File: src/rtl/waveform_array_seq.sv
// waveform_array_seq: fills a register array with a counting pattern a fixed
// number of times, holding the array stable for HOLD_CYCLES after every fill.
//
// Ports
//   clk       single clock, rising edge
//   rst       synchronous active-high reset
//   start     begin a run (only honoured when idle)
//   mode      pattern select, latched when start is accepted
//   busy      high while filling or holding
//   done      one-cycle pulse at the end of a run
//   iter      current iteration index
//   io_a_b    iter[0]
//   io_a_c    ~iter[0]
//   wr_valid  high on cycles that write one array entry
//   wr_idx    entry written at the coming edge
//   a         registered array contents
module waveform_array_seq #(
   parameter int unsigned WIDTH       = 16,
   parameter int unsigned DEPTH       = 4,
   parameter int unsigned NUM_ITER    = 4,
   parameter int unsigned HOLD_CYCLES = 10
) (
   input  logic                           clk,
   input  logic                           rst,
   input  logic                           start,
   input  logic                           mode,
   output logic                           busy,
   output logic                           done,
   output logic [$clog2(NUM_ITER+1)-1:0]  iter,
   output logic                           io_a_b,
   output logic                           io_a_c,
   output logic                           wr_valid,
   output logic [$clog2(DEPTH+1)-1:0]     wr_idx,
   output logic [WIDTH-1:0]               a [DEPTH-1:0]
);

   localparam int unsigned IW = $clog2(NUM_ITER + 1);
   localparam int unsigned XW = $clog2(DEPTH + 1);
   localparam int unsigned HW = $clog2(HOLD_CYCLES + 1);
   // Sum width is wider than WIDTH so the addition itself never overflows;
   // the wrap happens only in the final truncation.
   localparam int unsigned SW = WIDTH + IW + XW + 1;

   typedef enum logic [1:0] {StIdle, StFill, StHold, StDone} state_e;

   state_e           state_q, state_d;
   logic [IW-1:0]    iter_q, iter_d;
   logic [XW-1:0]    wr_idx_q, wr_idx_d;
   logic [HW-1:0]    hold_q, hold_d;
   logic             mode_q, mode_d;
   logic [WIDTH-1:0] a_q [DEPTH-1:0];
   logic [WIDTH-1:0] a_d [DEPTH-1:0];

   logic             last_wr, last_hold, last_iter;
   logic [WIDTH-1:0] wr_data;

   assign last_wr   = (wr_idx_q == XW'(DEPTH - 1));
   assign last_hold = (hold_q == HW'(HOLD_CYCLES - 1));
   assign last_iter = (iter_q == IW'(NUM_ITER - 1));

   assign wr_data = WIDTH'(SW'(iter_q) + SW'(1) + (mode_q ? SW'(wr_idx_q) : SW'(0)));

   // State register
   always_ff @(posedge clk) begin
      if (rst) begin
         state_q <= StIdle;
      end else begin
         state_q <= state_d;
      end
   end

   // Next-state logic
   always_comb begin
      state_d = state_q;
      unique case (state_q)
         StIdle: if (start) state_d = StFill;
         StFill: if (last_wr) state_d = StHold;
         StHold: if (last_hold) state_d = last_iter ? StDone : StFill;
         StDone: state_d = StIdle;
         default: state_d = StIdle;
      endcase
   end

   // Datapath next-state
   always_comb begin
      iter_d   = iter_q;
      wr_idx_d = wr_idx_q;
      hold_d   = hold_q;
      mode_d   = mode_q;
      a_d      = a_q;
      unique case (state_q)
         StIdle: begin
            if (start) begin
               iter_d   = '0;
               wr_idx_d = '0;
               hold_d   = '0;
               mode_d   = mode;
            end
         end
         StFill: begin
            for (int i = 0; i < int'(DEPTH); i++) begin
               if (wr_idx_q == XW'(i)) a_d[i] = wr_data;
            end
            if (last_wr) begin
               wr_idx_d = '0;
               hold_d   = '0;
            end else begin
               wr_idx_d = wr_idx_q + XW'(1);
            end
         end
         StHold: begin
            if (last_hold) begin
               hold_d = '0;
               if (!last_iter) iter_d = iter_q + IW'(1);
            end else begin
               hold_d = hold_q + HW'(1);
            end
         end
         default: ;
      endcase
   end

   // Datapath registers
   always_ff @(posedge clk) begin
      if (rst) begin
         iter_q   <= '0;
         wr_idx_q <= '0;
         hold_q   <= '0;
         mode_q   <= 1'b0;
         for (int i = 0; i < int'(DEPTH); i++) a_q[i] <= '0;
      end else begin
         iter_q   <= iter_d;
         wr_idx_q <= wr_idx_d;
         hold_q   <= hold_d;
         mode_q   <= mode_d;
         a_q      <= a_d;
      end
   end

   // Outputs
   always_comb begin
      busy     = 1'b0;
      done     = 1'b0;
      wr_valid = 1'b0;
      unique case (state_q)
         StFill: begin
            busy     = 1'b1;
            wr_valid = 1'b1;
         end
         StHold: busy = 1'b1;
         StDone: done = 1'b1;
         default: ;
      endcase
   end

   assign iter   = iter_q;
   assign io_a_b = iter_q[0];
   assign io_a_c = ~iter_q[0];
   assign wr_idx = wr_idx_q;
   assign a      = a_q;

endmodule

File: config.mk
export PLATFORM = sky130hd
export DESIGN_NAME = waveform_array_seq
export DESIGN_NICKNAME = d
export VERILOG_FILES = /design/src/rtl/waveform_array_seq.sv
export SDC_FILE = /design/constraint.sdc
export NUM_CORES = 1
export LEC_CHECK = 0
export CAP_MARGIN = 20
export CORE_MARGIN = 3
export CORE_UTILIZATION = 35
export DETAILED_ROUTE_END_ITERATION = 10
export PLACE_DENSITY = 0.65
export SETUP_SLACK_MARGIN = 0.4
export SLEW_MARGIN = 30
export SYNTH_ARGS = -nofsm -noshare
export SYNTH_HDL_FRONTEND = slang
export SYNTH_SLANG_ARGS = --single-unit
File: constraint.sdc
create_clock -name clk -period 2.4 [get_ports clk]
set_input_delay 0.48 -clock clk [delete_from_list [all_inputs] [get_ports clk]]
set_output_delay 0.48 -clock clk [all_outputs]
set_load 0.005 [all_outputs]
## Word-level counts from Yosys, hierarchy flattened

Cells that the tools add are included.

- Flip-flop bits (word level): 77
- Bits of input ports: 4
- Output and inout bits: 75
- Logic and storage cells: 61

- Add/subtract/negate cells: 5
- Eq/ne operators: 12
- Multiplexer cells: 19
- Bitwise gates (word level): 1
- Reduce and logical (&&, ||, !) cells: 15

Operators with widths:

| cell | number |
|---|---|
| $mux W3 | 5 |
| $mux W4 | 3 |
| $pmux W3 S2 | 2 |
| $pmux W4 S3 | 1 |
| $reduce_and A2 Y1 | 6 |
| $eq A3 B2 Y1 const B | 3 |
| $mux W2 | 4 |
| $ne A2 B2 Y1 const B | 4 |
| $pmux W2 S4 | 1 |
| $add A3 B1 Y3 const B | 2 |
| $reduce_and A3 Y1 | 2 |
| $add A4 B3 Y5 | 1 |
| $add A3 B1 Y4 const B | 1 |
| $add A4 B1 Y4 const B | 1 |
| $eq A2 B2 Y1 const B | 2 |
| $eq A4 B4 Y1 const B | 1 |
| $reduce_and A4 Y1 | 1 |
| $reduce_bool A2 Y1 | 2 |
| $eq A3 B1 Y1 const B | 1 |
| $logic_not A3 Y1 | 1 |
| $mux W1 | 3 |
| $reduce_bool A3 Y1 | 1 |
| $eq A2 B1 Y1 const B | 1 |
| $logic_not A2 Y1 | 1 |
| 2 further kinds | 2 |

## Depth between registers and ports, before layout

Gate-level depths: netlist of run 1.

- Word-level depth: 4
- Gate-level depth with buffers: 8
- Mapped depth without buffers: 6

## Worst setup path before layout of run 1

No wires, ideal clock.

- Path type: reg-to-reg
- Start: register state_q[0]
- End: register hold_q[3]
- Setup time: 66 ps
- Arrival time: 1687 ps
- Data required time: 2334 ps
- Path slack: 647 ps
- Cell stages (with the launch flop): 8
- Buffers on the path: 1
- Period minus slack after synthesis: 1753 ps
- Path through: dfxtp_1 -> inv_1 -> ha_1 -> nor2b_1 -> buf_6 -> a211o_1 -> or3_1 -> a21oi_2

- Cells in the longest elaborated chain, start to end: 3
- Elaborated cells between the ends (all ways): 8
- Those cells by class: eq/ne (4); mux (1); reduce/logical (3)

Ends and longest elaborated chain:

| element | RTL line | RTL |
|---|---|---|
| start, declared | 46 | `state_e state_q, state_d;` |
| start signal, assigned | 66 | `state_q <= StIdle;` |
| start signal, assigned | 68 | `state_q <= state_d;` |
| $eq A2 B1 Y1 (tied with other cells) | 91 | `unique case (state_q)` |
| $ne A2 B2 Y1 (no line) / $reduce_bool A3 Y1 (equally long branches) | n/a |  |
| $reduce_and A3 Y1 (no line) | n/a |  |
| end signal, assigned | 134 | `hold_q <= hold_d;` |
| end, declared | 49 | `logic [HW-1:0] hold_q, hold_d;` |

Parallel ways exist; a longest one is shown, timed or not.
A chain may end at the register's enable or synchronous reset.

## Worst setup path in the final report of run 1

- Start: register state_q[1]
- End: output busy

- Cells in the longest elaborated chain, start to end: 3
- Elaborated cells between the ends (all ways): 4
- Those cells by class: eq/ne (2); mux (1); reduce/logical (1)

Ends and longest elaborated chain:

| element | RTL line | RTL |
|---|---|---|
| $eq A2 B1 Y1 / $eq A2 B2 Y1 (equally long branches) | 145 | `unique case (state_q)` |
| $reduce_or A2 Y1 (no line) (*) | n/a |  |
| $mux W1 (*) | 145 |  |
| end, declared | 27 | `output logic busy,` |

Every way passes the cells marked *; elsewhere a longest branch is shown, timed or not.

==> results.json, run 1 <==
{
  "cts_setup_buffers": 0,
  "gp_congestion": 0.849,
  "cp-start-kind": "flop",
  "hold_path.class": "flop to flop",
  "p_leak_nw": 0.895,
  "finalHoldViolCount": 0,
  "synth_edf_count": 0,
  "synth_top_family_by_area": "buffers and inverters",
  "whs_path_depth": 2,
  "crit_family": "buffers and inverters",
  "ant_nets": 0,
  "yosys_most_used_dff": "dfxtp_1",
  "hold_end": "mode_q$_SDFFE_PP0P_",
  "p_per_area_nw_per_um2": 840,
  "reg2reg_from": "wr_idx[0]$_SDFFE_PP0P_",
  "wl_mm": 3.43,
  "ff2ff_path_depth": 5,
  "ys_seq_area_share_pct": 31.5,
  "initial_core_util_pct": 37.6,
  "end_kind": "output port",
  "final_nets": 262,
  "hp-start": "mode_q$_SDFFE_PP0P_",
  "fmax_mhz": 513,
  "path_buf_inv": 2,
  "yosys.area_share.xor_xnor_pct": 1.42,
  "die_w_um": 78.6,
  "via_per_inst": 4.22,
  "synth.distinct_cells": 37,
  "synth_simple_gate_area_share_pct": 13.5,
  "fin_crit_ps": 1950,
  "outcome": "complete, no violations",
  "slew_violations": 0,
  "final_common_cell": "conb_1",
  "cts_inserted_buffers": 5,
  "synth_warnings": 0,
  "final_cell_mix": "conb_1 (48), clkdlybuf4s50_1 (30), dfxtp_1 (27)",
  "synth_mux_area_share_pct": 2.17,
  "syn_to_final_growth_pct": 16.5,
  "synth_fa_ha_area_share_pct": 11.3,
  "cts_tree": "built",
  "clk_latency_ps": 280,
  "crit_type": "flop to output port",
  "die_h_um": 78.6,
  "clk_pin_slew_ps": 60,
  "cts-root-buf": "clkbuf_8",
  "synthTopCellsByArea": "dfxtp_1 (31%), buf_4 (20%), ha_1 (10%)",
  "cts_buffer_depth": 2,
  "fp.coreArea_um2": 4910,
  "synth_area_um2": 1850,
  "detailroute.via_count": 1309,
  "synth_compound_area_share_pct": 14.4,
  "synthDominantCellAreaShare_pct": 31.5,
  "required_ps": 1920,
  "drc": 0,
  "finClkSkew_ps": 2.22,
  "crit_arrival_ps": 1470,
  "rows": 25,
  "clock_tree.htree_level_count": 2,
  "antenna_found_initial": 0,
  "peakVddDrop_mv": 0.464,
  "crit_slowest_cell": "clkdlybuf4s50_1",
  "crit_chain": "inv_1 -> ha_1 -> clkdlybuf4s50_1",
  "wl_per_cell_um": 11.1,
  "drive_above_1_share_pct": 7.00,
  "grt.total_usage_pct": 11.0,
  "dieArea_um2": 6180,
  "port_buffers": 30,
  "holdBufCountCts": 0,
  "synthCells": 214,
  "utilization_pct": 43.8,
  "synth_seq_cells": 29,
  "finalCritPeriodShare_pct": 81.2,
  "reg2reg_to": "hold_q[3]$_SDFFE_PP0P_",
  "io_pins": 79,
  "rsz0062_at_grt": "false",
  "drt_first_iter_violations": 28,
  "synthArstFlopShare_pct": 0,
  "totalNegativeSetupSlack_ps": 0,
  "dr.pass1.iters": 5,
  "grt_pass1_wl_mm": 5.35,
  "syn_avg_cell_area_um2": 8.62,
  "path_max_fanout": 4,
  "timing.max_cap.violations": 0,
  "diodes": 0,
  "cts_sinks": 29,
  "place.detailed.hpwl_mm": 2.72,
  "grt_max_degree": 19,
  "yosysTopAreaCell": "dfxtp_1",
  "grt_pass1_vias": 1162,
  "setup_viol": 0,
  "grt_overflow": 0,
  "r2r_slack_ps": 620,
  "max_stage_delay_ps": 490
}
cell families (layout without fill, tap and decap cells):
family                     after synthesis  after routing
muxes                                    4              4
other                                    1             48
AOI/OAI and AO/OA                       38             38
and+or+nand+nor                         50             50
adders and majority gates               16             16
DFF                                     29             29
buffers and inverters                   73             55
xor gates and xnor gates                 3              3
cell usage after synthesis, types with 3 or more instances:
| library cell | count |
|---|---|
| o21ai_0 | 4 |
| dfxtp_1 | 29 |
| nor2b_1 | 3 |
| inv_1 | 15 |
| nand2_1 | 7 |
| buf_2 | 5 |
| and2_0 | 3 |
| clkbuf_1 | 3 |
| nor2_1 | 22 |
| xnor2_1 | 3 |
| mux2i_1 | 4 |
| ha_1 | 15 |
| a21oi_1 | 9 |
| buf_4 | 49 |
| a211oi_1 | 15 |
worst min-delay path: cells and delay by family, from the launching register on:
kind               cells  cell delay [ps]
AOI/OAI and AO/OA      1               50
DFF                    1              330
and+or+nand+nor        1               60
cell type report:
| cell class | instances | area, um^2 |
|---|---|---|
| Fill cell | 514 | 2760 |
| Multi-Input combinational cell | 159 | 975 |
| Sequential cell | 29 | 586 |
| Timing Repair Buffer | 32 | 315 |
| Tap cell | 67 | 83.8 |
| Clock buffer | 5 | 68.8 |
| Clock inverter | 3 | 65.1 |
| Inverter | 15 | 56.3 |
state kept, by name (all words and copies together) (netlist names):
| name | flops |
|---|---|
| wr_idx | 3 |
| state_q | 2 |
| hold_q | 4 |
| a | 16 |
| iter | 3 |
| mode_q | 1 |
routing by layer:
| metal | global-route usage (%) | routed length (um) | vias to the layer above |
|---|---|---|---|
| met4 | 4.02 | 29 | 0 |
| met2 | 17.9 | 1610 | 53 |
| met5 | 0 | 0 | - |
| met1 | 13.7 | 1570 | 581 |
| met3 | 3.21 | 224 | 2 |
| li1 | - | - | 673 |
per-stage QoR:
step	instance area (um^2)	hold slack (ps)	power, mW	setup WS (ps)	std cells
after global placement	2010	474	1.18	295	302
after CTS	2140	493	1.81	425	310
after detailed placement	2010	484	1.20	184	302
after floorplan	2020	458	1.07	647	261
final	2150	488	1.81	451	310
after global routing	2150	517	1.92	407	310
how the worst max path moves through the flow:
stage,startpoint,endpoint,cells after the start
floorplan,state_q[0]$_SDFFE_PP0P_,hold_q[3]$_SDFFE_PP0P_,7
global placement,start,hold_q[1]$_SDFFE_PP0P_,5
finish,state_q[1]$_SDFFE_PP0P_,busy,3
CTS,state_q[0]$_SDFFE_PP0P_,busy,3
global route,state_q[1]$_SDFFE_PP0P_,busy,3
detailed placement,start,hold_q[1]$_SDFFE_PP0P_,5
power by group:
part           internal (mW)  switching (mW)  leakage (nW)
Sequential             0.552          0.0635         0.236
Clock                  0.412           0.194        0.0681
Combinational          0.272           0.313         0.591
what timing repair did:
action                                  4_1_cts  5_1_grt
resized for setup                             2        3
gates cloned                                  0        0
endpoints found under the setup margin        2        4
No activity file was read; power rests on OpenSTA's default activity.
==> run 2, diff against run 1 <==
--- a/config.mk
+++ b/config.mk
@@ -9,7 +9,7 @@
 export CORE_MARGIN = 3
 export CORE_UTILIZATION = 35
 export DETAILED_ROUTE_END_ITERATION = 10
-export PLACE_DENSITY = 0.65
+export PLACE_DENSITY = 0.68
 export SETUP_SLACK_MARGIN = 0.4
 export SLEW_MARGIN = 30
 export SYNTH_ARGS = -nofsm -noshare
==> constraint.sdc (replaced) <==
create_clock -name clk -period 1.6 [get_ports clk]
set_input_delay 0.32 -clock clk [delete_from_list [all_inputs] [get_ports clk]]
set_output_delay 0.32 -clock clk [all_outputs]
set_load 0.005 [all_outputs]
==> results.json, run 2 (synthesis gave the netlist of run 1 again) <==
{
  "final_common_cell": "conb_1",
  "die_w_um": 78.6,
  "finalCritPeriodShare_pct": 98.9,
  "cts_tree": "built",
  "cts_inserted_buffers": 5,
  "drive_above_1_share_pct": 44.8,
  "wl_mm": 5.12,
  "hold_path.class": "flop to flop",
  "cp-startpoint": "state_q[0]$_SDFFE_PP0P_",
  "gp_congestion": 0.768,
  "grt.total_usage_pct": 14.8,
  "ff2ff_path_depth": 6,
  "setup_viol": 0,
  "holdBufCountCts": 0,
  "grt_overflow": 0,
  "largest_reg_flops": 16,
  "io_pins": 79,
  "total_power_mw": 3.58,
  "slew_violations": 0,
  "drc": 0,
  "grt_max_degree": 12,
  "final_area_um2": 2780,
  "ant_nets": 0,
  "path_max_fanout": 4,
  "r2r_slack_ps": 20,
  "rsz0062_at_grt": "true",
  "finClkSkew_ps": 6.33,
  "p_per_area_nw_per_um2": 1290,
  "cp-start-kind": "flop",
  "rows": 25,
  "dr.pass1.iters": 4,
  "grt_pass1_vias": 1434,
  "dp_slack_ps": -176,
  "detailroute.via_count": 1631,
  "fp.coreArea_um2": 4910,
  "finalWorstSetupSlack_ps": 17.8,
  "required_ps": 1840,
  "final_cell_mix": "conb_1 (48), buf_4 (35), nor2_1 (21)",
  "final_nets": 309,
  "via_per_inst": 4.57,
  "end_kind": "flop",
  "clk_pin_slew_ps": 70,
  "syn_to_final_growth_pct": 50.7,
  "cts_sinks": 29,
  "reg2reg_from": "state_q[0]$_SDFFE_PP0P_",
  "crit_type": "flop to flop",
  "finalHoldViolCount": 0,
  "fmax_mhz": 632,
  "antenna_found_initial": 0,
  "fin_crit_ps": 1580,
  "reg2reg_to": "hold_q[3]$_SDFFE_PP0P_",
  "crit_arrival_ps": 1820,
  "endpoint": "hold_q[3]$_SDFFE_PP0P_",
  "grt_pass1_wl_mm": 7.00,
  "clk_latency_ps": 300,
  "diodes": 0,
  "nFillCells": 405,
  "wl_per_cell_um": 14.4,
  "clock_tree.htree_level_count": 2,
  "die_h_um": 78.6,
  "port_buffers": 30,
  "timing.max_cap.violations": 0,
  "peakVddDrop_mv": 0.993,
  "cts_buffer_depth": 2,
  "dieArea_um2": 6180,
  "initial_core_util_pct": 37.6,
  "p_leak_nw": 1.25,
  "cts-root-buf": "clkbuf_8",
  "outcome": "complete, no violations",
  "drt_first_iter_violations": 56,
  "place_area_um2": 2190,
  "place.detailed.hpwl_mm": 2.99,
  "utilization_pct": 56.6
}
-- run 2: cell count changes in the layout (fill, tap and decap cells not counted), sizes merged, moves of 2 or more --
cell and change:
clkbuf +9, buf +55, dlygate4sd2 +2, clkdlybuf4s15 +9, clkdlybuf4s50 -27
-- run 2: repair_timing --
| action | in CTS | in global routing |
|---|---|---|
| setup buffers | 14 | 17 |
| setup endpoints to repair | 55 | 54 |
| resized for setup | 93 | 63 |
| pin swaps | 11 | 11 |
| endpoints found under the hold margin | 0 | 0 |
-- run 2: per-layer routing --
metal,track usage (%),share of wire (%),vias up
li1,-,-,769
met1,16.6,40,782
met2,25.6,51,70
met3,3.33,6.2,10
met4,8.04,2.3,0
met5,0,0,-
-- run 2: area by class of cell --
type / count / area, um^2 / share of cell area [%]
multi-input combinational: 159 / 1190 / 42.7
timing repair buffer: 79 / 702 / 25.2
sequential: 29 / 624 / 22.4
clock buffer: 7 / 86.3 / 3.10
tap: 67 / 83.8 / 3.01
inverter: 15 / 66.3 / 2.38
clock inverter: 1 / 30.0 / 1.08
-- run 2: critical path, stage by stage, from the launching register on --
cell and delay, ps:
dfxtp_4 360, buf_6 120, ha_4 170, buf_8 130, a211o_1 280, or3_4 350, a21oi_2 120
-- run 2: power by group --
part	switching, mW	leakage (nW)	total [mW]	internal, mW
Combinational	0.852	0.948	1.84	0.991
Clock	0.303	0.0585	0.810	0.507
Sequential	0.0891	0.246	0.928	0.839
-- run 2: worst min-delay path by stage --
stage | start | end | slack, ps | depth (start not counted)
after global placement | wr_idx[0]$_SDFFE_PP0P_ | wr_idx[0]$_SDFFE_PP0P_ | 470 | 2
after detailed placement | a[2]$_SDFFE_PP0P_ | a[2]$_SDFFE_PP0P_ | 480 | 2
after floorplan | mode_q$_SDFFE_PP0P_ | mode_q$_SDFFE_PP0P_ | 460 | 2
after global routing | a[34]$_SDFFE_PP0P_ | a[34]$_SDFFE_PP0P_ | 510 | 2
after CTS | mode_q$_SDFFE_PP0P_ | mode_q$_SDFFE_PP0P_ | 480 | 2
final | a[34]$_SDFFE_PP0P_ | a[34]$_SDFFE_PP0P_ | 490 | 2
-- run 2: stage by stage --
step / hold slack, ps / instances / TNS (ps)
after floorplan: 458 / 261 / 0
after global placement: 471 / 318 / -175
after detailed placement: 485 / 318 / -495
after CTS: 477 / 340 / 0
after global routing: 509 / 357 / -97.5
final: 492 / 357 / 0
==> run 3, diff against run 2 <==
--- a/config.mk
+++ b/config.mk
@@ -9,8 +9,10 @@
 export CORE_MARGIN = 3
 export CORE_UTILIZATION = 35
 export DETAILED_ROUTE_END_ITERATION = 10
-export PLACE_DENSITY = 0.68
+export DONT_BUFFER_PORTS = 1
+export PLACE_DENSITY = 0.48
 export SETUP_SLACK_MARGIN = 0.4
+export SKIP_CTS_REPAIR_TIMING = 1
 export SLEW_MARGIN = 30
 export SYNTH_ARGS = -nofsm -noshare
 export SYNTH_HDL_FRONTEND = slang
==> results.json, run 3 (synthesis gave the netlist of run 1 again) <==
{
  "detailroute.via_count": 1373,
  "final_common_cell": "conb_1",
  "cts_tree": "built",
  "crit_arrival_ps": 1710,
  "grt_pass1_wl_mm": 5.89,
  "path_max_fanout": 4,
  "die_h_um": 78.6,
  "setup_viol": 0,
  "clock_tree.htree_level_count": 2,
  "drive_above_1_share_pct": 43.0,
  "dieArea_um2": 6180,
  "holdWs_ps": 98.8,
  "io_pins": 79,
  "port_buffers": 0,
  "die_w_um": 78.6,
  "slew_violations": 0,
  "gp_congestion": 0.731,
  "cts_inserted_buffers": 5,
  "timing.max_cap.violations": 0,
  "syn_to_final_growth_pct": 31.6,
  "rows": 25,
  "antenna_found_initial": 0,
  "crit_type": "flop to flop",
  "cp-start-kind": "flop",
  "required_ps": 1760,
  "power.internal_mw": 1.79,
  "nFillCells": 469,
  "drt_first_iter_violations": 53,
  "r2r_slack_ps": 50,
  "grt_overflow": 0,
  "final_cell_mix": "conb_1 (48), dfxtp_1 (21), buf_4 (21)",
  "rsz0062_at_grt": "true",
  "wl_mm": 4.12,
  "diodes": 0,
  "switching_share_pct": 37.1,
  "grt_max_degree": 27,
  "final_nets": 261,
  "dr.pass1.iters": 4,
  "clockPowerShare_pct": 20.4,
  "cts_sinks": 29,
  "p_leak_nw": 0.986,
  "finalHoldViolCount": 0,
  "clk_latency_ps": 280,
  "p_per_area_nw_per_um2": 1180,
  "pwr-share-comb_pct": 45.9,
  "wl_per_cell_um": 13.3,
  "end_kind": "flop",
  "outcome": "complete, no violations",
  "utilization_pct": 49.5,
  "ant_nets": 0,
  "cts-root-buf": "clkbuf_8",
  "fmax_mhz": 647,
  "grt_pass1_vias": 1163,
  "peakVddDrop_mv": 0.555,
  "via_per_inst": 4.44,
  "finalCritPeriodShare_pct": 96.6,
  "fp.coreArea_um2": 4910,
  "pwr-share-seq_pct": 33.7,
  "hold_path.class": "primary input to flop",
  "p_sw_mw": 1.06,
  "clk_pin_slew_ps": 70,
  "initial_core_util_pct": 37.6,
  "fin_crit_ps": 1550,
  "largest_reg_flops": 16,
  "finClkSkew_ps": 8.27,
  "cts_buffer_depth": 2,
  "totalNegativeSetupSlack_ps": 0,
  "drc": 0,
  "grt.total_usage_pct": 12.5,
  "place.detailed.hpwl_mm": 2.78
}
## run 3: cell types whose count changed in the layout (fill, tap and decap cells not counted), sizes merged
cell           before  now
buf                57   31
clkbuf             14    6
bufinv              1    0
clkinv              0    2
clkdlybuf4s50       3    0
dlygate4sd2         2    0
dlymetal6s2s        1    0
clkdlybuf4s15       9    0
## run 3: path summary, 6_finish.rpt
kind	from	cells after the start	endpoint
min reg2reg	mode_q$_SDFFE_PP0P_	2	mode_q$_SDFFE_PP0P_
max	iter[0]$_SDFFE_PP0P_	6	iter[1]$_SDFFE_PP0P_
min	rst	1	mode_q$_SDFFE_PP0P_
max reg2reg	iter[0]$_SDFFE_PP0P_	6	iter[1]$_SDFFE_PP0P_
## run 3: through the flow
step,setup slack [ps],cell area [um^2],power [mW],cells
final,54.1,2430,2.85,309
after global routing,-29.2,2430,3.06,309
after CTS,29.1,1980,2.45,297
after detailed placement,40.4,1890,1.86,289
after global placement,29.8,1890,1.86,289
after floorplan,98.2,2090,1.70,261
## run 3: critical path, cell delays in order, from the launching register on
cell      delay (ps)
dfxtp_4          360
ha_4             160
ha_4             140
and4bb_4         370
nor2b_4           60
o31ai_2          230
a21oi_1           90
## run 3: layout make-up
class	count	area, um^2	share of cell area, %
inverters	15	61.3	2.52
multi-input cells	159	1320	54.1
clock inverters	2	10.0	0.412
clock buffers	6	72.6	2.99
flip-flops and latches	29	608	25.0
repair buffers	31	278	11.4
well taps	67	83.8	3.45
## run 3: power by group through the flow
stage / combinational, mW / sequential, mW / clock, mW
CTS: 0.926 / 0.916 / 0.606
global route: 1.44 / 0.976 / 0.639
global placement: 0.930 / 0.930 / 0
finish: 1.31 / 0.962 / 0.583
floorplan: 0.780 / 0.920 / 0
detailed placement: 0.925 / 0.932 / 0
## run 3: layer usage
metal / wire length [um] / vias up / GRT usage [%]
met5: 0 / - / 0
met4: 85 / 0 / 5.24
met3: 432 / 6 / 5.62
met2: 1830 / 72 / 17.8
met1: 1770 / 620 / 16.0
li1: - / 675 / -
